File: src/rtl/move_scheduler_if.sv
// move_scheduler_if: buttons, scan position, wall-check handshake and position outputs of the move scheduler
interface move_scheduler_if;
    logic       Up;
    logic       Down;
    logic       Left;
    logic       Right;
    logic       Fire;
    logic       MoveSpeed_1;
    logic       MoveSpeed_0;
    logic [9:0] Val_Row_In;
    logic [9:0] Val_Col_In;
    logic       Check_Ack_In;
    logic       Blocked_In;
    logic       Check_Req_Out;
    logic [4:0] Cand_X_Out;
    logic [4:0] Cand_Y_Out;
    logic [4:0] Pos_X_Out;
    logic [4:0] Pos_Y_Out;
    logic       Frame_Tick_Out;
    logic       Move_Done_Out;
    logic       Fire_Pulse_Out;

    modport master (
        input  Up, Down, Left, Right, Fire, MoveSpeed_1, MoveSpeed_0,
        input  Val_Row_In, Val_Col_In, Check_Ack_In, Blocked_In,
        output Check_Req_Out, Cand_X_Out, Cand_Y_Out, Pos_X_Out, Pos_Y_Out,
        output Frame_Tick_Out, Move_Done_Out, Fire_Pulse_Out
    );

    modport slave (
        output Up, Down, Left, Right, Fire, MoveSpeed_1, MoveSpeed_0,
        output Val_Row_In, Val_Col_In, Check_Ack_In, Blocked_In,
        input  Check_Req_Out, Cand_X_Out, Cand_Y_Out, Pos_X_Out, Pos_Y_Out,
        input  Frame_Tick_Out, Move_Done_Out, Fire_Pulse_Out
    );
endinterface

File: src/rtl/move_scheduler.sv
// move_scheduler: frame-divided player movement with button priority, wall-check handshake and tile commit
module move_scheduler #(
    parameter int GRID_W      = 32,
    parameter int GRID_H      = 24,
    parameter int START_X     = 1,
    parameter int START_Y     = 1,
    parameter int ACTIVE_ROWS = 480,
    parameter int ACK_TIMEOUT = 64
) (
    input logic Master_Clock_In,
    input logic Reset_N_In,
    move_scheduler_if.master bus
);
    localparam int TW = $clog2(ACK_TIMEOUT + 1);
    localparam logic [TW-1:0] T_MAX = TW'(ACK_TIMEOUT - 1);
    localparam logic [4:0] X_MAX = 5'(GRID_W - 1);
    localparam logic [4:0] Y_MAX = 5'(GRID_H - 1);
    localparam logic [4:0] X_RST = 5'(START_X);
    localparam logic [4:0] Y_RST = 5'(START_Y);

    typedef enum logic [1:0] {IDLE, CHECK, COMMIT} state_t;
    state_t state;

    logic [4:0] meta, sync;
    logic fire_q, row_q, tick, req, done, fire_pulse;
    logic [2:0] frame_cnt, lim;
    logic [TW-1:0] tmo;
    logic [4:0] pos_x, pos_y, cand_x, cand_y, nx_x, nx_y;
    logic hit, slot, mv_up, mv_dn, mv_lt, mv_rt, legal;

    // sync bit order: {fire, right, left, down, up}; D-1 is 7 >> speed code
    always_comb begin
        hit   = bus.Val_Row_In == 10'(ACTIVE_ROWS);
        lim   = 3'd7 >> {bus.MoveSpeed_1, bus.MoveSpeed_0};
        slot  = tick && (frame_cnt >= lim);
        mv_up = sync[0];
        mv_dn = !sync[0] && sync[1];
        mv_lt = !sync[0] && !sync[1] && sync[2];
        mv_rt = !sync[0] && !sync[1] && !sync[2] && sync[3];
        nx_x  = mv_lt ? pos_x - 5'd1 : mv_rt ? pos_x + 5'd1 : pos_x;
        nx_y  = mv_up ? pos_y - 5'd1 : mv_dn ? pos_y + 5'd1 : pos_y;
        legal = mv_up ? pos_y != 5'd0 : mv_dn ? pos_y != Y_MAX :
                mv_lt ? pos_x != 5'd0 : mv_rt ? pos_x != X_MAX : 1'b0;
    end

    always_ff @(posedge Master_Clock_In or negedge Reset_N_In) begin
        if (!Reset_N_In) begin
            meta       <= '0;
            sync       <= '0;
            fire_q     <= 1'b0;
            fire_pulse <= 1'b0;
            row_q      <= 1'b0;
            tick       <= 1'b0;
            frame_cnt  <= '0;
            tmo        <= '0;
            state      <= IDLE;
            req        <= 1'b0;
            done       <= 1'b0;
            pos_x      <= X_RST;
            pos_y      <= Y_RST;
            cand_x     <= X_RST;
            cand_y     <= Y_RST;
        end else begin
            meta       <= {bus.Fire, bus.Right, bus.Left, bus.Down, bus.Up};
            sync       <= meta;
            fire_q     <= sync[4];
            fire_pulse <= sync[4] && !fire_q;
            row_q      <= hit;
            tick       <= hit && !row_q;
            done       <= 1'b0;
            if (tick) frame_cnt <= slot ? 3'd0 : frame_cnt + 3'd1;
            // slots arriving outside IDLE are simply lost
            case (state)
                IDLE: if (slot && legal) begin
                    cand_x <= nx_x;
                    cand_y <= nx_y;
                    tmo    <= '0;
                    req    <= 1'b1;
                    state  <= CHECK;
                end
                CHECK: if (bus.Check_Ack_In) begin
                    req   <= 1'b0;
                    state <= bus.Blocked_In ? IDLE : COMMIT;
                end else if (tmo == T_MAX) begin
                    req   <= 1'b0;
                    state <= IDLE;
                end else tmo <= tmo + 1'b1;
                COMMIT: begin
                    pos_x <= cand_x;
                    pos_y <= cand_y;
                    done  <= 1'b1;
                    state <= IDLE;
                end
                default: state <= IDLE;
            endcase
        end
    end

    assign bus.Check_Req_Out  = req;
    assign bus.Cand_X_Out     = cand_x;
    assign bus.Cand_Y_Out     = cand_y;
    assign bus.Pos_X_Out      = pos_x;
    assign bus.Pos_Y_Out      = pos_y;
    assign bus.Frame_Tick_Out = tick;
    assign bus.Move_Done_Out  = done;
    assign bus.Fire_Pulse_Out = fire_pulse;
endmodule

File: src/flat_wrapper.sv
// flat-port wrapper written by rule: the top's interface ports become plain ports
module move_scheduler_flat 
#(
    parameter int GRID_W      = 32,
    parameter int GRID_H      = 24,
    parameter int START_X     = 1,
    parameter int START_Y     = 1,
    parameter int ACTIVE_ROWS = 480,
    parameter int ACK_TIMEOUT = 64
)
  (Master_Clock_In, Reset_N_In, bus_Up, bus_Down, bus_Left, bus_Right, bus_Fire, bus_MoveSpeed_1, bus_MoveSpeed_0, bus_Val_Row_In, bus_Val_Col_In, bus_Check_Ack_In, bus_Blocked_In, bus_Check_Req_Out, bus_Cand_X_Out, bus_Cand_Y_Out, bus_Pos_X_Out, bus_Pos_Y_Out, bus_Frame_Tick_Out, bus_Move_Done_Out, bus_Fire_Pulse_Out);
  move_scheduler_if bus_i ();
  input logic Master_Clock_In;
  input logic Reset_N_In;
  input wire logic [$bits(bus_i.Up)-1:0] bus_Up;
  input wire logic [$bits(bus_i.Down)-1:0] bus_Down;
  input wire logic [$bits(bus_i.Left)-1:0] bus_Left;
  input wire logic [$bits(bus_i.Right)-1:0] bus_Right;
  input wire logic [$bits(bus_i.Fire)-1:0] bus_Fire;
  input wire logic [$bits(bus_i.MoveSpeed_1)-1:0] bus_MoveSpeed_1;
  input wire logic [$bits(bus_i.MoveSpeed_0)-1:0] bus_MoveSpeed_0;
  input wire logic [$bits(bus_i.Val_Row_In)-1:0] bus_Val_Row_In;
  input wire logic [$bits(bus_i.Val_Col_In)-1:0] bus_Val_Col_In;
  input wire logic [$bits(bus_i.Check_Ack_In)-1:0] bus_Check_Ack_In;
  input wire logic [$bits(bus_i.Blocked_In)-1:0] bus_Blocked_In;
  output wire logic [$bits(bus_i.Check_Req_Out)-1:0] bus_Check_Req_Out;
  output wire logic [$bits(bus_i.Cand_X_Out)-1:0] bus_Cand_X_Out;
  output wire logic [$bits(bus_i.Cand_Y_Out)-1:0] bus_Cand_Y_Out;
  output wire logic [$bits(bus_i.Pos_X_Out)-1:0] bus_Pos_X_Out;
  output wire logic [$bits(bus_i.Pos_Y_Out)-1:0] bus_Pos_Y_Out;
  output wire logic [$bits(bus_i.Frame_Tick_Out)-1:0] bus_Frame_Tick_Out;
  output wire logic [$bits(bus_i.Move_Done_Out)-1:0] bus_Move_Done_Out;
  output wire logic [$bits(bus_i.Fire_Pulse_Out)-1:0] bus_Fire_Pulse_Out;
  assign bus_i.Up = bus_Up;
  assign bus_i.Down = bus_Down;
  assign bus_i.Left = bus_Left;
  assign bus_i.Right = bus_Right;
  assign bus_i.Fire = bus_Fire;
  assign bus_i.MoveSpeed_1 = bus_MoveSpeed_1;
  assign bus_i.MoveSpeed_0 = bus_MoveSpeed_0;
  assign bus_i.Val_Row_In = bus_Val_Row_In;
  assign bus_i.Val_Col_In = bus_Val_Col_In;
  assign bus_i.Check_Ack_In = bus_Check_Ack_In;
  assign bus_i.Blocked_In = bus_Blocked_In;
  assign bus_Check_Req_Out = bus_i.Check_Req_Out;
  assign bus_Cand_X_Out = bus_i.Cand_X_Out;
  assign bus_Cand_Y_Out = bus_i.Cand_Y_Out;
  assign bus_Pos_X_Out = bus_i.Pos_X_Out;
  assign bus_Pos_Y_Out = bus_i.Pos_Y_Out;
  assign bus_Frame_Tick_Out = bus_i.Frame_Tick_Out;
  assign bus_Move_Done_Out = bus_i.Move_Done_Out;
  assign bus_Fire_Pulse_Out = bus_i.Fire_Pulse_Out;
  move_scheduler #(.GRID_W(GRID_W), .GRID_H(GRID_H), .START_X(START_X), .START_Y(START_Y), .ACTIVE_ROWS(ACTIVE_ROWS), .ACK_TIMEOUT(ACK_TIMEOUT)) u_core (.Master_Clock_In(Master_Clock_In), .Reset_N_In(Reset_N_In), .bus(bus_i));
endmodule
File: config.mk
export PLATFORM = sky130hd
export DESIGN_NAME = move_scheduler_flat
export DESIGN_NICKNAME = d
export VERILOG_FILES = /design/src/rtl/move_scheduler_if.sv /design/src/rtl/move_scheduler.sv /design/src/flat_wrapper.sv
export SDC_FILE = /design/constraint.sdc
export NUM_CORES = 1
export LEC_CHECK = 0
export CAP_MARGIN = 10
export CORE_UTILIZATION = 45
export DETAILED_ROUTE_END_ITERATION = 8
export PLACE_DENSITY = 0.82
export SYNTH_ARGS = -nofsm -noshare
export SYNTH_HDL_FRONTEND = slang
export SYNTH_SLANG_ARGS = --single-unit
File: constraint.sdc
create_clock -name Master_Clock_In -period 1.9 [get_ports Master_Clock_In]
set_input_delay 0.38 -clock Master_Clock_In [delete_from_list [all_inputs] [get_ports Master_Clock_In]]
set_output_delay 0.38 -clock Master_Clock_In [all_outputs]
set_load 0.01 [all_outputs]
# Yosys cells after proc, flatten, opt, wreduce, memory -nomap -nowiden
# Index checks and enable logic that the tools add are counted.
# totals
word_cells,78
regBits,48
# op_classes
n_eq_ne,10
reduce_logical,22
add_sub_neg,6
mux,23
order_cmp,1
n_shift,1
# ops
cell,n
7-bit 2-to-1 mux,3
5-bit 2-to-1 mux,4
7-bit case mux with 2 select lines,1
5-bit by 1-bit adder with 5-bit output (second input constant),2
10-bit by 9-bit == test with 1-bit output (second input constant),1
5-bit != test (second input constant),2
5-bit nonzero test,2
5-bit by 1-bit subtractor with 5-bit output (second input constant),2
1-bit logical AND,9
1-bit 2-to-1 mux,8
2-bit 2-to-1 mux,4
7-bit by 1-bit adder with 7-bit output (second input constant),1
7-bit by 6-bit == test with 1-bit output (second input constant),1
1-bit logical NOT,5
2-bit != test (second input constant),2
2-bit case mux with 2 select lines,1
2-bit AND reduction,2
4-bit AND reduction,1
3-bit by 1-bit adder with 3-bit output (second input constant),1
3-bit >= comparator,1
3-bit 2-to-1 mux,1
3-bit by 2-bit != test with 1-bit output (second input constant),1
3-bit AND reduction,1
3-bit by 2-bit right shift with 3-bit output (first input constant),1
6 further kinds,6

# Logic depth before layout (Yosys ltp)
# Gate-level depths: netlist of the first run.
# depth
word_depth,11
ltp_mapped,8

# Least setup slack after synthesis of the first run
# No wires, ideal clock.
# synth_path
path_type,register to register
start,reg u_core.pos_x[1] (netlist: u_core.bus.Pos_X_Out[1])
end,reg u_core.cand_x[1] (netlist: u_core.bus.Cand_X_Out[1])
required_ps,1775
period_less_slack_ps,2126
t_arrival_ps,2000
stages_incl_launch_ff,9
path_slack_ps,-226
n_path_buf,1
path_cell_list,dfrtp_1 -> ha_1 -> and3_1 -> ha_1 -> o21ai_1 -> a21oi_2 -> nor3_4 -> buf_8 -> mux2_4
# synth_between
elab_chain_cells,7
# synth_lines
element,line,source
start: declaration,move_scheduler.sv:28,"logic [4:0] pos_x, pos_y, cand_x, cand_y, nx_x, nx_y;"
start signal: assignment,move_scheduler.sv:89,pos_x <= cand_x;
5-bit != test,move_scheduler.sv:43,mv_lt ? pos_x != 5'd0 : mv_rt ? pos_x != X_MAX : 1'b0;
1-bit 2-to-1 mux (2 in series),move_scheduler.sv:43,
1-bit 2-to-1 mux (2 in series),move_scheduler.sv:42,legal = mv_up ? pos_y != 5'd0 : mv_dn ? pos_y != Y_MAX :
1-bit logical AND,move_scheduler.sv:74,IDLE: if (slot && legal) begin
2-bit AND reduction (no source line),n/a,
end signal: assignment,move_scheduler.sv:75,cand_x <= nx_x;
end: declaration,move_scheduler.sv:28,
# Parallel ways exist; a longest one is shown, timed or not.
# A chain may end at the register's enable or synchronous reset.

# Worst setup path after layout of the first run
# layout_path
start,reg u_core.pos_x[1] (netlist: u_core.bus.Pos_X_Out[1])
end,reg u_core.cand_y[3] (netlist: u_core.bus.Cand_Y_Out[3])
# layout_between
elab_chain_cells,7
# layout_lines
element,line,source
5-bit != test,move_scheduler.sv:43,
1-bit 2-to-1 mux,move_scheduler.sv:43,
1-bit 2-to-1 mux *,move_scheduler.sv:43,
1-bit 2-to-1 mux * (2 in series),move_scheduler.sv:42,
1-bit logical AND *,move_scheduler.sv:74,
2-bit AND reduction (no source line) *,n/a,
end signal: assignment,move_scheduler.sv:76,cand_y <= nx_y;
end: declaration,move_scheduler.sv:28,
# Every way passes the cells marked *; elsewhere a longest branch is shown, timed or not.

==> flow_metrics.tcl, run 1 <==
set metrics [dict create \
    grt_antenna_before_repair 0 \
    worstSetupEndpointType "flip-flop" \
    slowest_stage "dfrtp_2" \
    num_rows 25 \
    min_period_over_period_pct 105 \
    clk_pin_slew_ps 90 \
    dr.first_iter.drc_count 46 \
    vias_per_cell 5.05 \
    status "finished, violations left" \
    synth-compound-area-share_pct 8.43 \
    clk_latency_ps 300 \
    yosys.area_share.adder_pct 6.49 \
    root_buffer "clkbuf_8" \
    synth_most_common_cell "dfrtp_1" \
    reg2reg_to "u_core.bus.Cand_Y_Out[3]$_DFFE_PN0P_" \
    crit_required_ps 2080 \
    core_area_um2 4850 \
    fin_hold_ws_ps 41.4 \
    max_cap_violations 0 \
    setup_violations 11 \
    report.final.slew_viol_count 0 \
    synth_top_family_by_area "simple AND/OR/NAND/NOR gates" \
    async_flop_share_pct 100 \
    drive_above_1_share_pct 27.5 \
    synthMuxAreaShare_pct 9.30 \
    grt.total_usage_pct 20.0 \
    vias 1698 \
    remaining_drc_errors 0 \
    synth_seq_area_share_pct 52.1 \
    netlist_top_cells_count "dfrtp_1, nand2_1, o21ai_0, ha_1, mux2_2" \
    timing.final.crit_period_ps 2000 \
    io_buffer_count 44 \
    critPathLaunchType "flip-flop" \
    synth_top_flop_cell "dfrtp_1" \
    die_area_um2 5430 \
    slew_headroom_pct 65.7 \
    worst_pin_slew_ps 515 \
    dieHeight_um 73.7 \
    grt_pass1_vias 1785 \
    cp_cell_sequence "ha_4 > and3_4 > ha_4 > o21ai_4 > a21oi_4 > nor3_4 > buf_12 > mux2_2" \
    violations "negative setup slack" \
    cts_htree_levels 2 \
    netlist_area_um2 2310 \
    postCtsHoldBufs 0 \
    hold_viol_final 0 \
    fin_nets 311 \
    ys_seq_elements 48 \
    path_delay_family "flip-flops" \
    wl_per_cell_um 14.1 \
    syn_to_final_growth_pct 38.8 \
    synthCells 197 \
    drtPass1Iterations 4 \
    fmax_ghz 0.501 \
    critPathKind "flip-flop to flip-flop" \
    routed_wirelength_um 4740 \
    irDropWorstVdd_v 0.000541 \
    ys_top_cells_by_area "dfrtp_1, ha_1, mux2_2" \
    cts.sinks 48 \
    cts_resized 1 \
    synthesis.nets 240 \
    n_antenna_cell 0 \
    syn_avg_cell_area_um2 11.7 \
    ant_nets 0 \
    cts_tree "built" \
    synth_warnings 0 \
    gr-total-overflow 0 \
    synth_edf_count 0 \
    cp_common_cell "ha_4" \
    power_density_nw_per_um2 605 \
    cts_setup_buffers 0 \
    yosys.area_share.simple_pct 16.3 \
    worst-path-buf-inv 1 \
    die_w_um 73.7 \
    setup_slack_ps -96.7 \
    p_leak_nw 1.47 \
    fin_setup_tns_ps -667 \
    rsz0062_at_grt "true" \
    max_stage_delay_ps 440 \
    synth_xor_area_share_pct 3.78 \
    place_congestion 0.810 \
    ff2ff_path_depth 8 \
    start_util_pct 47.7 \
    yosysUniqueCellTypes 48 \
    cts_buffers 5 \
    io_pins 55 \
    grt_start_max_net_pins 29 \
    hpwl_um 3550 \
    arrival_ps 2180 \
    clockBufferDepth 2 \
    worst-r2r-setup-slack_ps -100 \
    grt_first_pass_wirelength_um 8110 \
    fin_skew_ps 8.20 \
    cp_max_fo 14 \
    min-delay-path-class "input port to asynchronous set/reset pin" \
    yosys.area.top_type "dfrtp_1" \
    yosysTopAreaCellShare_pct 47.6 \
    r2r_start "u_core.bus.Pos_X_Out[1]$_DFFE_PN0P_" \
    num-fill-cells 362 \
]
[state kept, by name, indices dropped and copies added (netlist names), 3 cells and up]
name,cells
u_core.meta,5
u_core.tmo,7
u_core.bus.Pos_Y_Out,5
u_core.bus.Cand_Y_Out,5
u_core.frame_cnt,3
u_core.sync,5
u_core.bus.Pos_X_Out,5
u_core.bus.Cand_X_Out,5
[worst max path at each step]
| stage | slack, ps | depth (start not counted) | end | from |
|---|---|---|---|---|
| finish | -100 | 8 | u_core.bus.Cand_Y_Out[3]$_DFFE_PN0P_ | u_core.bus.Pos_X_Out[1]$_DFFE_PN0P_ |
| global route | -140 | 8 | u_core.bus.Cand_Y_Out[3]$_DFFE_PN0P_ | u_core.bus.Pos_X_Out[1]$_DFFE_PN0P_ |
| CTS | -100 | 8 | u_core.bus.Cand_Y_Out[3]$_DFFE_PN0P_ | u_core.bus.Pos_X_Out[1]$_DFFE_PN0P_ |
| detailed placement | -400 | 7 | u_core.bus.Cand_X_Out[1]$_DFFE_PN0P_ | bus_MoveSpeed_1 |
| global placement | -380 | 7 | u_core.bus.Cand_X_Out[1]$_DFFE_PN0P_ | bus_MoveSpeed_1 |
| floorplan | -120 | 8 | u_core.bus.Cand_X_Out[1]$_DFFE_PN0P_ | u_core.bus.Pos_X_Out[1]$_DFFE_PN0P_ |
[cells in the final DEF, fill, tap and decap left out, drive strengths merged, types with 2 or more instances in the layout]
master and instances:
nor2b 4, xor2 3, or3 2, nand4b 3, dfstp 4, nor3b 2
nand2 20, a21oi 4, nor3 3, nand3 7, o31ai 2, inv 9
ha 12, clkdlybuf4s50 40, dlymetal6s2s 2, mux2 16, clkbuf 5, o21ai 14
buf 27, nor2 10, nor4b 2, nand3b 4, dfrtp 44, xnor2 7
mux2i 2
[cell type report]
cell class,instances,area [um^2],area share [%]
clock buffers,5,68.8,2.14
clock inverters,3,42.5,1.32
inverters,9,33.8,1.05
multi-input cells,134,1120,34.8
flip-flops and latches,48,1210,37.6
well taps,67,83.8,2.61
repair buffers,70,659,20.5
[power breakdown]
part	switching (mW)	total, mW	internal (mW)
clock	0.337	0.726	0.389
combinational	0.0757	0.164	0.0884
sequential	0.0120	1.05	1.04
[stage by stage]
stage | instances | utilization (%) | total power [mW] | area (um^2) | setup WS (ps)
after floorplan | 197 | - | 1.13 | 2360 | -117
after global placement | 328 | 62.8 | 1.22 | 3050 | -378
after CTS | 336 | 65.1 | 1.95 | 3160 | -102
after detailed placement | 328 | 62.8 | 1.23 | 3050 | -397
after global routing | 336 | 66.3 | 2.02 | 3210 | -144
final | 336 | 66.3 | 1.94 | 3210 | -96.7
[routing by layer]
metal,vias to the layer above,global-route usage [%],routed length [um]
met4,0,5.98,76
met5,-,0,0
met2,25,35.0,2380
li1,834,-,-
met3,8,4.12,137
met1,831,24.7,2150
[kinds of logic (layout without fill, tap and decap cells)]
logic type / Yosys count / after routing
AND/OR/NAND/NOR: 64 / 64
flip-flops: 48 / 48
AO/OA/AOI/OAI: 30 / 30
multiplexers: 18 / 18
buffers and inverters: 15 / 87
adder cells (fa/ha/maj): 12 / 12
XOR/XNOR: 10 / 10
[worst reg2reg max path, cell delays in order (launching register included)]
cell and delay, ps:
dfrtp_2 440, ha_4 170, and3_4 180, ha_4 160
o21ai_4 150, a21oi_4 70, nor3_4 210, buf_12 180
mux2_2 340
No activity file was read; power rests on OpenSTA's default activity.
==> run 2: changes to the inputs <==
Settings changed: CORE_ASPECT_RATIO set to 0.6.
==> run 2 against run 1 <==
The run ends with negative hold slack, negative setup slack left. Count of clock-buffer cells in the layout is 3 higher. Maximum frequency is 2.3% higher. Worst hold slack worse by 42 ps. Non-clock buffer count stayed put. Sequential power hardly changed. Critical path type unchanged.
==> flow_metrics.tcl, run 2 (synthesis gave the netlist of run 1 again) <==
set metrics [dict create \
    critPathLaunchType "flip-flop" \
    report.final.slew_viol_count 0 \
    gr-total-overflow 0 \
    min_period_over_period_pct 103 \
    min-delay-path-class "input port to asynchronous set/reset pin" \
    routed_wirelength_um 4710 \
    start_util_pct 48.7 \
    num_rows 19 \
    maxUsedRoutingLayer "met4" \
    p_leak_nw 1.45 \
    hpwl_um 3460 \
    place_congestion 0.849 \
    status "finished, violations left" \
    power_density_nw_per_um2 587 \
    met1Wirelength_um 2350 \
    post-place-ws_ps -395 \
    critPathKind "flip-flop to flip-flop" \
    io_pins 55 \
    slew_headroom_pct 65.0 \
    die_w_um 94.6 \
    wl_met2_um 2060 \
    postCtsHoldBufs 0 \
    fin_setup_tns_ps -318 \
    vias 1701 \
    p_sw_share_pct 22.1 \
    cts_htree_levels 2 \
    violations "negative hold slack, negative setup slack" \
    num-fill-cells 367 \
    grt_start_max_net_pins 20 \
    drtPass1Iterations 4 \
    fin_skew_ps 3.79 \
    fin_hold_ws_ps -0.941 \
    cts.sinks 48 \
    dieHeight_um 57.6 \
    cts_tree "built" \
    internal_power_mw 1.46 \
    power.switching_mw 0.413 \
    vias_per_cell 5.12 \
    setup_violations 9 \
    final_common_cell "dfrtp_1" \
    arrival_ps 2140 \
    worstSetupEndpointType "flip-flop" \
    grt_antenna_before_repair 0 \
    layoutNonFillerInstCount 332 \
    io_buffer_count 44 \
    hold_viol_final 3 \
    worst-r2r-setup-slack_ps -50 \
    grt_first_pass_wirelength_um 8010 \
    most-common-layout-cells "dfrtp_1, clkdlybuf4s50_1, buf_4" \
    clock_power_share_pct 35.2 \
    ant_nets 0 \
    wl_per_cell_um 14.2 \
    place_inst 323 \
    drive_above_1_share_pct 27.1 \
    crit_required_ps 2090 \
    largest_reg_flops 7 \
    seqPwrFrac_pct 56.3 \
    dr.first_iter.drc_count 78 \
    clockBufferDepth 2 \
    syn_to_final_growth_pct 37.8 \
    grt_pass1_vias 1683 \
    grt.total_usage_pct 19.6 \
    ff2ff_path_depth 8 \
    clk_pin_slew_ps 80 \
    core_area_um2 4750 \
    setup_slack_ps -52.1 \
    n_antenna_cell 0 \
    die_area_um2 5440 \
    max_cap_violations 0 \
    timing.final.crit_period_ps 1950 \
    cts_buffers 5 \
    root_buffer "clkbuf_8" \
    fin_nets 311 \
    rsz0062_at_grt "true" \
    regMostFlops "u_core.tmo" \
    remaining_drc_errors 0 \
    cp_max_fo 13 \
    fmax_ghz 0.512 \
    worst_pin_slew_ps 520 \
    dr_wl_met3_um 257 \
    irDropWorstVdd_v 0.000343 \
    power_frac_comb_pct 8.5 \
    clk_latency_ps 300 \
]
[run 2: changes by cell type in the layout (fill, tap and decap cells not counted), sizes merged]
| cell | delta |
|---|---|
| clkdlybuf4s50 | +1 |
| bufinv | -1 |
| dlymetal6s2s | -1 |
| clkbuf | +3 |
| clkinvlp | -1 |
| clkinv | -1 |
[run 2: worst paths after layout]
check / startpoint / end
max: u_core.bus.Pos_X_Out[1]$_DFFE_PN0P_ / u_core.bus.Cand_Y_Out[1]$_DFFE_PN0P_
min: Reset_N_In / u_core.tmo[3]$_DFFE_PN0P_
max reg2reg: u_core.bus.Pos_X_Out[1]$_DFFE_PN0P_ / u_core.bus.Cand_Y_Out[1]$_DFFE_PN0P_
min reg2reg: u_core.meta[1]$_DFF_PN0_ / u_core.sync[1]$_DFF_PN0_
max in group asynchronous: Reset_N_In / u_core.bus.Cand_Y_Out[0]$_DFFE_PN1P_
min in group Master_Clock_In: u_core.meta[1]$_DFF_PN0_ / u_core.sync[1]$_DFF_PN0_
[run 2: layout make-up]
| class | instances | area, um^2 | area share, % |
|---|---|---|---|
| sequential | 48 | 1210 | 37.9 |
| multi-input combinational | 134 | 1120 | 35.2 |
| timing repair buffer | 70 | 648 | 20.3 |
| clock buffer | 8 | 100 | 3.14 |
| tap | 63 | 78.8 | 2.47 |
| inverter | 9 | 33.8 | 1.06 |
[run 2: metal layers]
metal / up-vias / global-route usage [%]
met5: - / 0
met2: 44 / 28.8
met1: 817 / 28.7
li1: 833 / -
met3: 7 / 5.60
met4: 0 / 5.19
[run 2: power by group through the flow]
stage	combinational, mW	clock [mW]	sequential [mW]
after floorplan	0.0614	0	1.07
after global placement	0.143	0	1.07
after global routing	0.180	0.719	1.06
final	0.159	0.658	1.05
after detailed placement	0.148	0	1.07
after CTS	0.151	0.676	1.05
[run 2: through the flow]
| step | power [mW] | instance area, um^2 | hold slack (ps) | utilization [%] |
|---|---|---|---|---|
| finish | 1.87 | 3190 | -0.941 | 67.1 |
| global route | 1.96 | 3190 | 21.6 | 67.1 |
| CTS | 1.88 | 3140 | 4.83 | 65.9 |
| detailed placement | 1.22 | 3020 | 336 | 63.6 |
| global placement | 1.22 | 3020 | 333 | 63.6 |
| floorplan | 1.13 | 2360 | 84.4 | - |
[run 2: what timing repair did]
| action | in CTS | in global routing |
|---|---|---|
| gates resized for setup | 4 | 9 |
| pin swaps | 1 | 1 |
| gates cloned | 0 | 0 |
| endpoints found under the setup margin | 11 | 18 |
| buffers inserted | 0 | 1 |
[run 2: critical path, stage by stage, from the launching register on]
cell,delay [ps]
dfrtp_2,430
ha_4,160
and3_4,180
ha_4,160
o21ai_4,140
a21oi_4,60
nor3_4,200
buf_12,170
mux2_2,330
==> run 3: changes to the inputs <==
Settings changed: SLEW_MARGIN set to 20.
==> results of run 3 <==
Final layout, timing and power as in run 2 (identical DEF).
==> RTL edit 1: new RTL, settings of run 2 <==
Encoding of `state_t`: now one-hot (3 bits for 3 states).
--- a/src/rtl/move_scheduler.sv
+++ b/src/rtl/move_scheduler.sv
@@ -18,7 +18,7 @@
     localparam logic [4:0] X_RST = 5'(START_X);
     localparam logic [4:0] Y_RST = 5'(START_Y);
 
-    typedef enum logic [1:0] {IDLE, CHECK, COMMIT} state_t;
+    typedef enum logic [2:0] {IDLE = 3'b001, CHECK = 3'b010, COMMIT = 3'b100} state_t;
     state_t state;
 
     logic [4:0] meta, sync;
Check against the original RTL: same outputs for any inputs over 10 cycles, from zero or initial values and one cycle with Reset_N_In low; not proved beyond that.
==> RTL edit 1 against run 2 <==
- the flow finishes with violations (setup timing)
- synthesized cell count up 5.1%
- power grew 0.20%
- worst setup slack got worse by 0.27 ns
- sequential cell count grew 1
- largest power group unchanged
- global-route usage up 1.9 points
- non-clock buffer count up 12
- design area up 2.5%
- area after synthesis rose by 0.54%
- wire length is 11% higher
- largest cell class unchanged
- critical path type unchanged
==> RTL edit 1: results (changes against run 2) <==
[metrics] outcome: finished with violations (unchanged)
[metrics] global-route wire length before repair: 8690 µm (was 8010 µm)
[metrics] share of final-layout standard cells stronger than drive strength 1: 26.7% (was 27.1%)
[metrics] worst path setup slack after routing: -0.320 ns (was -0.0521 ns)
[metrics] clock slew at reported path FFs: 0.10 ns (was 0.08 ns)
[metrics] sequential area share after synthesis: 53.0% (was 52.1%)
[metrics] IR Drop Worst-Case VDD: 0.401 mV (was 0.343 mV)
[metrics] cell at the slowest stage of the critical path: sky130_fd_sc_hd__dfrtp_1 (was sky130_fd_sc_hd__dfrtp_2)
[metrics] Starting DRT DRC Count: 58 (was 78)
[metrics] Max Fanout on Critical Path: 11 (was 13)
[metrics] leakage component of the power: 1.52 nW (was 1.45 nW)
[metrics] largest net degree at the start of global routing: 33 (was 20)
[metrics] count of final setup violators: 19 (was 9)
[metrics] setup slack after placement: -0.851 ns (was -0.395 ns)
[metrics] failing checks: setup timing (was hold timing, setup timing)
[metrics] chip width: 94.8 µm (was 94.6 µm)
[metrics] Setup TNS Final: -4.39 ns (was -0.318 ns)
[metrics] total wire length: 5230 µm (was 4710 µm)
[metrics] half-perimeter wire length of the detailed placement result: 3780 µm (was 3460 µm)
[metrics] placed inst area: 3120 µm² (was 3020 µm²)
[metrics] final setup skew: 0.00847 ns (was 0.00379 ns)
[metrics] gpl congestion: 0.880 (was 0.849)
[metrics] number of nets in the finished design: 334 (was 311)
[metrics] commonest cells in the synthesized netlist: sky130_fd_sc_hd__dfrtp_1, sky130_fd_sc_hd__nand2_1, sky130_fd_sc_hd__nor2_1 (was sky130_fd_sc_hd__dfrtp_1, sky130_fd_sc_hd__nand2_1, sky130_fd_sc_hd__o21ai_0)
[metrics] dominant cells by area after synthesis: sky130_fd_sc_hd__dfrtp_1, sky130_fd_sc_hd__mux2_2, sky130_fd_sc_hd__ha_1 (was sky130_fd_sc_hd__dfrtp_1, sky130_fd_sc_hd__ha_1, sky130_fd_sc_hd__mux2_2)
[metrics] terminus of the critical flop-to-flop path: u_core.bus.Cand_X_Out[4]$_DFFE_PN0P_ (was u_core.bus.Cand_Y_Out[1]$_DFFE_PN0P_)
[metrics] crit-path leading delay family: simple AND/OR/NAND/NOR gates (was flip-flops)
[metrics] synthesized netlist net count: 250 (was 240)
[RTL edit 1: area by class of cell]
| type | count | area (µm²) |
|---|---|---|
| Sequential cell | 49 | 1230 |
| Fill cell | 379 | 1510 |
| Timing Repair Buffer | 82 | 744 |
| Clock buffer | 5 | 68.8 |
| Multi-Input combinational cell | 142 | 1080 |
| Tap cell | 63 | 78.8 |
| Clock inverter | 3 | 21.3 |
| Inverter | 11 | 41.3 |
[RTL edit 1: metal layers]
layer	track usage [%]	part of all wire, %
met1	30.7	51
met2	32.6	44
met3	5.12	3.9
met4	7.14	1.2
met5	0	0
[RTL edit 1: cells by family after synthesis]
| family | after synthesis | share of synthesized area [%] |
|---|---|---|
| AND/OR/NAND/NOR | 72 | 16.8 |
| flip-flops | 49 | 53.0 |
| AO/OA/AOI/OAI | 30 | 8.17 |
| multiplexers | 17 | 8.28 |
| buffers and inverters | 16 | 3.17 |
| adder cells (fa/ha/maj) | 12 | 6.45 |
| XOR/XNOR | 11 | 4.14 |
[RTL edit 1: worst max-delay path by stage]
stage | end | from | depth (start not counted) | slack (ns)
2_1_floorplan | u_core.bus.Cand_Y_Out[1]$_DFFE_PN0P_ | bus_MoveSpeed_0 | 8 | -0.53
3_3_place_gp | u_core.bus.Cand_Y_Out[2]$_DFFE_PN0P_ | bus_MoveSpeed_1 | 9 | -0.80
3_5_place_dp | u_core.bus.Cand_X_Out[1]$_DFFE_PN0P_ | bus_MoveSpeed_1 | 9 | -0.85
4_1_cts | u_core.bus.Cand_X_Out[1]$_DFFE_PN0P_ | u_core.bus.Pos_X_Out[1]$_DFFE_PN0P_ | 8 | -0.38
5_1_grt | u_core.bus.Cand_X_Out[4]$_DFFE_PN0P_ | u_core.bus.Pos_X_Out[1]$_DFFE_PN0P_ | 8 | -0.38
6_report | u_core.bus.Cand_X_Out[4]$_DFFE_PN0P_ | u_core.bus.Pos_X_Out[1]$_DFFE_PN0P_ | 8 | -0.32
[RTL edit 1: what timing repair did]
item / in CTS / in global routing
pin swaps: 4 / 1
endpoints found under the setup margin: 22 / 21
buffers inserted: 1 / 1
gates resized for setup: 10 / 4
cloned: 0 / 0
[RTL edit 1: where the power goes]
part / total (mW) / internal, mW / leakage, nW / switching, mW
sequential: 1.08 / 1.06 / 0.629 / 0.0132
clock: 0.639 / 0.262 / 0.0445 / 0.377
combinational: 0.161 / 0.0912 / 0.851 / 0.0698
total: 1.88 / 1.41 / 1.52 / 0.460
[RTL edit 1: through the flow]
step	std cells	util, %	hold WS (ns)	power, mW
6_report	355	68.4	0.00208	1.88
5_1_grt	355	68.4	0.0270	1.96
4_1_cts	354	68.0	0.0172	1.89
3_5_place_dp	345	65.3	0.335	1.26
3_3_place_gp	345	65.3	0.332	1.25
2_1_floorplan	207	-	0.0844	1.15
==> RTL edit 2: new RTL, config.mk and constraints of run 2 <==
Made on the original files. `ACK_TIMEOUT` is set to 64 in 2 places; all go to 128.
--- a/src/rtl/move_scheduler.sv
+++ b/src/rtl/move_scheduler.sv
@@ -5,7 +5,7 @@
     parameter int START_X     = 1,
     parameter int START_Y     = 1,
     parameter int ACTIVE_ROWS = 480,
-    parameter int ACK_TIMEOUT = 64
+    parameter int ACK_TIMEOUT = 128
 ) (
     input logic Master_Clock_In,
     input logic Reset_N_In,
--- a/src/flat_wrapper.sv
+++ b/src/flat_wrapper.sv
@@ -6,7 +6,7 @@
     parameter int START_X     = 1,
     parameter int START_Y     = 1,
     parameter int ACTIVE_ROWS = 480,
-    parameter int ACK_TIMEOUT = 64
+    parameter int ACK_TIMEOUT = 128
 )
   (Master_Clock_In, Reset_N_In, bus_Up, bus_Down, bus_Left, bus_Right, bus_Fire, bus_MoveSpeed_1, bus_MoveSpeed_0, bus_Val_Row_In, bus_Val_Col_In, bus_Check_Ack_In, bus_Blocked_In, bus_Check_Req_Out, bus_Cand_X_Out, bus_Cand_Y_Out, bus_Pos_X_Out, bus_Pos_Y_Out, bus_Frame_Tick_Out, bus_Move_Done_Out, bus_Fire_Pulse_Out);
   move_scheduler_if bus_i ();
Check against the original RTL: same outputs for any inputs over 10 cycles, from zero or initial values and one cycle with Reset_N_In low; that may be too few to reach the edited logic, so the function may still have changed.
==> RTL edit 2 against run 2 <==
- the flow finishes with violations (setup timing)
- first-iteration DRC count grew 27%
- worst setup slack gained 0.032 ns
- die area grew 0.16%
- design area shrank 0.31%
- combinational power grew 4%
- count of clock-buffer cells in the layout shrank 2
- sequential cell count grew 1
- critical path depth grew 1
- power grew 5.7%
- area after synthesis grew 0.16%
- hold slack gained 0.037 ns
- cell count grew 0.60%
- non-clock buffer count shrank 2
- wire length grew 0.42%
==> RTL edit 2: results (changes against run 2) <==
[metrics] share of final-layout standard cells stronger than drive strength 1: 25.1% (was 27.1%)
[metrics] outcome: finished with violations (unchanged)
[metrics] count of final setup violators: 10 (was 9)
[metrics] Max transition margin: 66.9% (was 65.0%)
[metrics] gpl congestion: 0.856 (was 0.849)
[metrics] maximum number of buffers from clock root to sink: 2 (unchanged)
[metrics] half-perimeter wire length of the detailed placement result: 3440 µm (was 3460 µm)
[metrics] Max Fanout on Critical Path: 9 (was 13)
[metrics] PwrDens: 622 nW/µm² (was 587 nW/µm²)
[metrics] number of nets in the finished design: 313 (was 311)
[metrics] number of flip-flops in the largest register: 8 (was 7)
[metrics] global router's overall resource usage: 19.9% (was 19.6%)
[metrics] commonest cells in the synthesized netlist: sky130_fd_sc_hd__dfrtp_1, sky130_fd_sc_hd__nand2_1, sky130_fd_sc_hd__mux2_2 (was sky130_fd_sc_hd__dfrtp_1, sky130_fd_sc_hd__nand2_1, sky130_fd_sc_hd__o21ai_0)
[metrics] Power Clock: 0.724 mW (was 0.658 mW)
[metrics] Synth cell types: 41 (was 48)
[metrics] number of diodes: 0 (unchanged)
[metrics] top_reg_cell synth: sky130_fd_sc_hd__dfrtp_1 (unchanged)
[metrics] failing checks: setup timing (was hold timing, setup timing)
[metrics] leakage component of the power: 1.44 nW (was 1.45 nW)
[metrics] Sw Pwr: 0.424 mW (was 0.413 mW)
[metrics] total wire length: 4730 µm (was 4710 µm)
[metrics] routed via count divided by cell count: 5.02 (was 5.12)
[metrics] launch instance of the worst register-to-register path: u_core.bus.Pos_X_Out[0]$_DFFE_PN1P_ (was u_core.bus.Pos_X_Out[1]$_DFFE_PN0P_)
[metrics] Max stage delay on crit path: 0.59 ns (was 0.43 ns)
[metrics] synthesized netlist net count: 246 (was 240)
[metrics] number of global-route vias before repair: 1691 (was 1683)
[metrics] Worst Reg2Reg Path Length in Cells: 9 (was 8)
[metrics] global-route wire length before repair: 8220 µm (was 8010 µm)
[metrics] Setup TNS Final: -0.0791 ns (was -0.318 ns)
[metrics] Data arrival, critical path: 2.11 ns (was 2.14 ns)
[metrics] IR Drop Worst-Case VDD: 0.483 mV (was 0.343 mV)
[metrics] cell at the slowest stage of the critical path: sky130_fd_sc_hd__dfstp_2 (was sky130_fd_sc_hd__dfrtp_2)
[metrics] sequential area share after synthesis: 53.1% (was 52.1%)
[metrics] worst path setup slack after routing: -0.0197 ns (was -0.0521 ns)
[metrics] last element of the critical path: u_core.bus.Check_Req_Out$_DFFE_PN0P_ (was u_core.bus.Cand_Y_Out[1]$_DFFE_PN0P_)
[metrics] final setup skew: 0.00603 ns (was 0.00379 ns)
## RTL edit 2: layout make-up
cell class | count | area (µm²) | area share, %
sequential | 49 | 1230 | 38.8
clock inverter | 2 | 38.8 | 1.22
timing repair buffer | 68 | 611 | 19.2
multi-input combinational | 137 | 1110 | 35.0
inverter | 9 | 33.8 | 1.06
clock buffer | 6 | 72.6 | 2.28
tap | 63 | 78.8 | 2.48
## RTL edit 2: metrics by stage
stage | cell area, µm² | worst slack (ns) | std cells | hold slack (ns)
2_1_floorplan | 2330 | -0.0136 | 203 | 0.0844
5_1_grt | 3180 | -0.107 | 334 | 0.0747
3_5_place_dp | 2950 | -0.459 | 322 | 0.336
6_report | 3180 | -0.0197 | 334 | 0.0363
3_3_place_gp | 2950 | -0.393 | 322 | 0.332
4_1_cts | 3150 | -0.0303 | 331 | 0.0488
## RTL edit 2: cells by family (layout without fill, tap and decap cells)
family / after synthesis / count (layout) / share of synthesized area [%]
adder cells (fa/ha/maj): 12 / 12 / 6.48
XOR/XNOR: 13 / 13 / 4.91
AO/OA/AOI/OAI: 24 / 24 / 6.21
AND/OR/NAND/NOR: 69 / 69 / 16.8
flip-flops: 49 / 49 / 53.1
multiplexers: 19 / 19 / 9.07
buffers and inverters: 17 / 85 / 3.40
## RTL edit 2: repair_timing
item | CTS | global route
buffers inserted | 1 | 2
gates resized for setup | 21 | 4
pin swaps | 6 | 6
cloned | 0 | 1
setup endpoints to repair | 21 | 20
## RTL edit 2: metal layers
metal / global-route usage (%) / vias to the layer above / wire length [µm]
met5: 0 / - / 0
met4: 3.90 / 0 / 10
met2: 30.0 / 33 / 2090
met3: 4.40 / 2 / 164
met1: 29.8 / 806 / 2460
li1: - / 835 / -
